File: src/rtl/traffic_fsm.sv
// Main/side-road traffic-light controller with optional pedestrian walk phase.
// Define TRAFFIC_WALK_EN to build the WALK state, walk-pending latch and Walk_Light.
module traffic_fsm #(
  parameter int unsigned TICK_DIV   = 1000,
  parameter int unsigned CNT_W      = 4,
  parameter int unsigned T_BASE_DEF = 6,
  parameter int unsigned T_EXT_DEF  = 3,
  parameter int unsigned T_YEL_DEF  = 2
) (
  input  logic             clk,
  input  logic             Reset,
  input  logic             Reset_Sync,
  input  logic             Sensor_Sync,
  input  logic             WR_Sync,
  input  logic             Prog_Sync,
  input  logic [1:0]       Time_Param_Sel,
  input  logic [CNT_W-1:0] Time_Value,
  output logic [2:0]       Main_Light,
  output logic [2:0]       Side_Light,
  output logic             Walk_Light,
  output logic [2:0]       State
);

  typedef enum logic [2:0] {
    MG     = 3'd0,
    MG_EXT = 3'd1,
    MY     = 3'd2,
    WALK   = 3'd3,
    SG     = 3'd4,
    SG_EXT = 3'd5,
    SY     = 3'd6
  } state_t;

  localparam int unsigned PW = (TICK_DIV > 1) ? $clog2(TICK_DIV) : 1;
  localparam logic [PW-1:0] PRESC_MAX = PW'(TICK_DIV - 1);
  localparam logic [2:0] LAMP_R = 3'b100;
  localparam logic [2:0] LAMP_Y = 3'b010;
  localparam logic [2:0] LAMP_G = 3'b001;

  state_t           state_q, state_d;
  logic [PW-1:0]    presc_q;
  logic [CNT_W-1:0] cnt_q, cnt_eff;
  logic             armed_q;
  logic             sensor_q;
  logic             walk_pend;
  logic [CNT_W-1:0] t_base_q, t_ext_q, t_yel_q;
  logic [2:0]       main_q, side_q, main_d, side_d;
  logic             walk_d;
  logic             tick, expire;

  function automatic logic [CNT_W-1:0] interval(input state_t s);
    case (s)
      MG, SG:               interval = t_base_q;
      MG_EXT, SG_EXT, WALK: interval = t_ext_q;
      default:              interval = t_yel_q;
    endcase
  endfunction

  // After reset/reprogram the counter is not yet loaded; the first MG cycle
  // behaves as a fresh entry so the full base interval is still served.
  assign cnt_eff = armed_q ? cnt_q : (t_base_q - CNT_W'(1));
  assign tick    = (presc_q == PRESC_MAX);
  assign expire  = tick && (cnt_eff == '0);

`ifdef TRAFFIC_WALK_EN
  logic walk_q;
  logic walk_lamp_q;

  always_ff @(posedge clk or negedge Reset) begin
    if (!Reset) begin
      walk_q      <= 1'b0;
      walk_lamp_q <= 1'b0;
    end else if (Reset_Sync || Prog_Sync) begin
      walk_q      <= 1'b0;
      walk_lamp_q <= 1'b0;
    end else begin
      if (state_d == WALK && state_q != WALK) walk_q <= 1'b0;
      else if (state_q != WALK && WR_Sync)    walk_q <= 1'b1;
      walk_lamp_q <= walk_d;
    end
  end

  assign walk_pend  = walk_q | WR_Sync;
  assign Walk_Light = walk_lamp_q;
`else
  logic unused_wr;
  assign unused_wr  = WR_Sync;
  assign walk_pend  = 1'b0;
  assign Walk_Light = 1'b0;
`endif

  always_ff @(posedge clk or negedge Reset) begin
    if (!Reset) begin
      state_q  <= MG;
      presc_q  <= '0;
      cnt_q    <= '0;
      armed_q  <= 1'b0;
      sensor_q <= 1'b0;
      t_base_q <= CNT_W'(T_BASE_DEF);
      t_ext_q  <= CNT_W'(T_EXT_DEF);
      t_yel_q  <= CNT_W'(T_YEL_DEF);
      main_q   <= LAMP_G;
      side_q   <= LAMP_R;
    end else if (Reset_Sync) begin
      state_q  <= MG;
      presc_q  <= '0;
      cnt_q    <= '0;
      armed_q  <= 1'b0;
      sensor_q <= 1'b0;
      t_base_q <= CNT_W'(T_BASE_DEF);
      t_ext_q  <= CNT_W'(T_EXT_DEF);
      t_yel_q  <= CNT_W'(T_YEL_DEF);
      main_q   <= LAMP_G;
      side_q   <= LAMP_R;
    end else if (Prog_Sync) begin
      if (Time_Value != '0) begin
        case (Time_Param_Sel)
          2'd0:    t_base_q <= Time_Value;
          2'd1:    t_ext_q  <= Time_Value;
          2'd2:    t_yel_q  <= Time_Value;
          default: ;
        endcase
      end
      state_q  <= MG;
      presc_q  <= '0;
      cnt_q    <= '0;
      armed_q  <= 1'b0;
      sensor_q <= 1'b0;
      main_q   <= LAMP_G;
      side_q   <= LAMP_R;
    end else begin
      state_q <= state_d;
      armed_q <= 1'b1;
      if (expire) begin
        presc_q <= '0;
        cnt_q   <= interval(state_d) - CNT_W'(1);
      end else if (tick) begin
        presc_q <= '0;
        cnt_q   <= cnt_eff - CNT_W'(1);
      end else begin
        presc_q <= presc_q + PW'(1);
        cnt_q   <= cnt_eff;
      end
      if (state_q == MG && expire)           sensor_q <= 1'b0;
      else if (state_q == MG && Sensor_Sync) sensor_q <= 1'b1;
      main_q <= main_d;
      side_q <= side_d;
    end
  end

  always_comb begin
    state_d = state_q;
    if (expire) begin
      case (state_q)
        MG:      state_d = (sensor_q || Sensor_Sync) ? MG_EXT : MY;
        MG_EXT:  state_d = MY;
        MY:      state_d = walk_pend ? WALK : SG;
        WALK:    state_d = SG;
        SG:      state_d = Sensor_Sync ? SG_EXT : SY;
        SG_EXT:  state_d = SY;
        SY:      state_d = MG;
        default: state_d = MG;
      endcase
    end
  end

  always_comb begin
    main_d = LAMP_G;
    side_d = LAMP_R;
    walk_d = 1'b0;
    case (state_d)
      MG, MG_EXT: begin main_d = LAMP_G; side_d = LAMP_R; end
      MY:         begin main_d = LAMP_Y; side_d = LAMP_R; end
      WALK:       begin main_d = LAMP_R; side_d = LAMP_R; walk_d = 1'b1; end
      SG, SG_EXT: begin main_d = LAMP_R; side_d = LAMP_G; end
      SY:         begin main_d = LAMP_R; side_d = LAMP_Y; end
      default:    begin main_d = LAMP_G; side_d = LAMP_R; end
    endcase
  end

  assign Main_Light = main_q;
  assign Side_Light = side_q;
  assign State      = state_q;

endmodule

File: config.mk
export PLATFORM = sky130hd
export DESIGN_NAME = traffic_fsm
export DESIGN_NICKNAME = d
export VERILOG_FILES = /design/src/rtl/traffic_fsm.sv
export SDC_FILE = /design/constraint.sdc
export NUM_CORES = 1
export LEC_CHECK = 0
export CORE_AREA = 5 5 66 68
export DETAILED_ROUTE_END_ITERATION = 8
export DIE_AREA = 0 0 71 73
export PLACE_DENSITY = 0.79
export SLEW_MARGIN = 10
export SYNTH_ARGS = -nofsm -noshare
export SYNTH_HDL_FRONTEND = slang
export SYNTH_SLANG_ARGS = --single-unit
File: constraint.sdc
create_clock -name clk -period 4.79 [get_ports clk]
set_input_delay 0.479 -clock clk [delete_from_list [all_inputs] [get_ports clk]]
set_output_delay 0.479 -clock clk [all_outputs]
set_load 0.005 [all_outputs]
==> metrics.log <==
[metrics] clock tree from TritonCTS: built
[metrics] cts-stage hold buffer count: 0
[metrics] leakage power: 0.990 nW
[metrics] largest cells by area after synthesis: dfrtp_1, dfstp_2, mux2_1
[metrics] number of max-capacitance violations reported: 0
[metrics] max-slew violation count: 0
[metrics] Die Outline Area: 5180 µm²
[metrics] Final Core Density: 60.8%
[metrics] initial antenna violation count: 0
[metrics] Post-Place Setup Slack: 964 ps
[metrics] most frequent cell after synthesis: dfrtp_1
[metrics] clock-pin slew reported for the worst setup and hold paths after clock tree synthesis: 70 ps
[metrics] Clock Tree Buf Depth: 2
[metrics] number of global-route vias before repair: 1453
[metrics] most instantiated cells after synthesis: dfrtp_1, nor2_1, nand2_1
[metrics] Yosys warning count: 0
[metrics] width of the die: 71 µm
[metrics] top-area cell type share of the netlist area: 38.0%
[metrics] kind of critical path: register to register
[metrics] vertical die dimension: 73 µm
[metrics] Peak supply drop: 0.171 mV
[metrics] Setup Skew: 8.28 ps
[metrics] HPWL reported at the end of detailed placement: 2.89 mm
[metrics] count of buffers added by post-CTS timing repair for setup: 0
[metrics] routed via count divided by cell count: 5.56
[metrics] area of the core: 3800 µm²
[metrics] I/O pins: 22
[metrics] Rel. slew slack: 47.6%
[metrics] number of antenna diodes: 0
[metrics] type of the worst min-delay path: register to register
[metrics] final weighted congestion in routability-driven placement: 0.904
[metrics] first-pass iteration count of the detailed router: 4
[metrics] critical path endpoint category: register
[metrics] post-synthesis cell type count: 47
[metrics] routed length per placed instance: 14.1 µm
[metrics] count of nets after finishing: 235
[metrics] slew at the pin closest to its max-slew limit: 780 ps
[metrics] total negative setup slack: 0 ps
[metrics] Syn Area/Cell: 10.0 µm²
[metrics] M1 WL: 1.68 mm
[metrics] nets in the synthesized netlist: 213
[metrics] Crit path required time: 5010 ps
[metrics] Setup-failing EPs final: 0
[metrics] detailed-route DRC error count: 0
[metrics] ys flop type: dfrtp_1
[metrics] setup repair after global routing missed its margin: false
[metrics] Area Growth Syn to Fin: 17.0%
[metrics] H-tree lvl count: 2
[metrics] number of buffer cells added on primary ports: 19
[metrics] final worst path period share: 80.7%
[metrics] total grt overflow: 0
[metrics] total of flip-flops plus latches after synthesis: 37
[metrics] cell area after technology mapping: 1970 µm²
[metrics] area leader, netlist: dfrtp_1
[metrics] total power divided by cell area: 281 nW/µm²
[metrics] post-synthesis cell count: 197
[metrics] total number of vias: 1500
[metrics] latest clock arrival within the worst-skew pair: 280 ps
[metrics] result of the run: finished, final reports clean
[metrics] initial core utilization: 52.0%
[metrics] sequential cell area fraction in the yosys report: 47.3%
[metrics] async set-or-reset flop fraction in the synthesized netlist: 100%
[metrics] DRT iter0 DRCs: 70
[metrics] cell chosen for the clock root: clkbuf_8
[metrics] maximum number of pins on one net before global-route repair: 38
[metrics] number of buffers added by the clock tree synthesis step: 5
[metrics] total of cells resized after clock tree synthesis: 0
[metrics] remaining number of nets flagged by the antenna check after routing: 0
[metrics] setup ws final: 924 ps
[metrics] total number of clock tree sinks: 37
[metrics] Data arrival, critical path: 4090 ps
[metrics] number of flops mapped to enable cells by yosys: 0
[metrics] startpoint types: register
[metrics] Top Layer Used: met4
[metrics] detailed-routed wire length on met2: 1.90 mm
[metrics] clock period minus worst slack: 3870 ps
[metrics] Max FO, Critical Path: 11
[metrics] Final Hold Violating Endpoints: 0
[metrics] total wire length after detailed routing: 3.81 mm
[metrics] GRT Resource Usage Total: 16.5%
[metrics] routed wire length on met3: 180 µm
[metrics] Max Freq: 0.259 GHz
[metrics] fraction of layout cells with a size suffix above 1: 10.9%
[metrics] cell row count: 23
[metrics] wire length of the first global-routing pass: 6.67 mm
==> path summary, 6_finish.rpt <==
kind | start | endpoint | slack (ps) | depth (start not counted)
min reg2reg | t_ext_q[0]$_DFFE_PN1P_ | t_ext_q[0]$_DFFE_PN1P_ | 470 | 2
max | t_base_q[1]$_DFFE_PN1P_ | cnt_q[2]$_DFF_PN0_ | 920 | 15
min in group asynchronous | Reset | Main_Light[2]$_DFF_PN0_ | 610 | 2
max reg2reg | t_base_q[1]$_DFFE_PN1P_ | cnt_q[2]$_DFF_PN0_ | 920 | 15
max in group asynchronous | Reset | t_ext_q[1]$_DFFE_PN1P_ | 3830 | 2
min | t_ext_q[0]$_DFFE_PN1P_ | t_ext_q[0]$_DFFE_PN1P_ | 470 | 2
==> layer usage <==
metal	vias to the layer above	track usage (%)
met1	714	20.6
met2	39	27.3
met5	-	0
met4	0	7.10
met3	5	3.99
li1	742	-
==> report_power, final <==
group	switching [mW]	internal, mW
Clock	0.101	0.130
Combinational	0.0447	0.0341
Sequential	0.0111	0.328
Total	0.156	0.492
==> kinds of logic after synthesis <==
logic type               count (synthesis)  share of synthesized area, %
AO/OA/AOI/OAI                           37                          12.5
XOR/XNOR                                13                          5.77
adder cells (fa/ha/maj)                  4                          2.53
buffers and inverters                   14                          3.04
flip-flops                              37                          47.3
multiplexers                            17                          9.38
other                                    1                         0.190
AND/OR/NAND/NOR                         74                          19.2
==> layout make-up <==
cell class,count,area [µm²]
Inverter,9,33.8
Tap cell,50,62.6
Clock buffer,7,96.3
Clock inverter,1,5.00
Sequential cell,37,935
Multi-Input combinational cell,146,980
Timing Repair Buffer,20,198
Fill cell,325,1490
==> registers in the layout (all words and copies together), names as in the netlist, 3 cells and up <==
signal and flops:
Main_Light 3, Side_Light 3, State 3, cnt_q 4, presc_q 10, t_base_q 4
t_ext_q 4, t_yel_q 4
==> placed cells by master, fill, tap and decap left out, types with 2 or more instances in the layout <==
cell / count
or2_1: 3
ha_1: 4
a31oi_1: 3
o22ai_1: 2
nor2b_1: 3
mux2_1: 12
a211oi_1: 2
xor2_1: 5
and3_1: 5
o21ai_1: 3
dfrtp_1: 30
nand3_1: 4
dfstp_2: 7
clkdlybuf4s50_1: 19
a21oi_1: 12
o21a_1: 2
mux2i_1: 5
nor3_1: 4
xnor2_1: 8
nor2_1: 25
o21ai_0: 4
clkbuf_8: 7
inv_1: 6
inv_2: 3
nand2b_1: 2
nand2_1: 17
==> through the flow <==
stage                     cells  total power [mW]  hold slack (ps)  instance area, µm²
final                       270             0.649              474                2310
after global routing        270             0.682              508                2310
after CTS                   270             0.655              472                2310
after detailed placement    262             0.423              462                2210
after global placement      262             0.422              454                2210
after floorplan             197             0.394              183                1970
==> worst max-delay path, cell delays in order (launching register included) <==
cell      delay [ps]
dfstp_2          580
inv_1             50
ha_1             260
inv_1             40
mux2i_1          250
ha_1             270
nand2b_1         100
nor4_4           240
and3_1           500
mux2i_1          370
o22ai_1          150
or2_1            230
ha_1             200
xor2_1           160
a211oi_1         260
o21a_1           140
(Power assumes the default switching activity.)
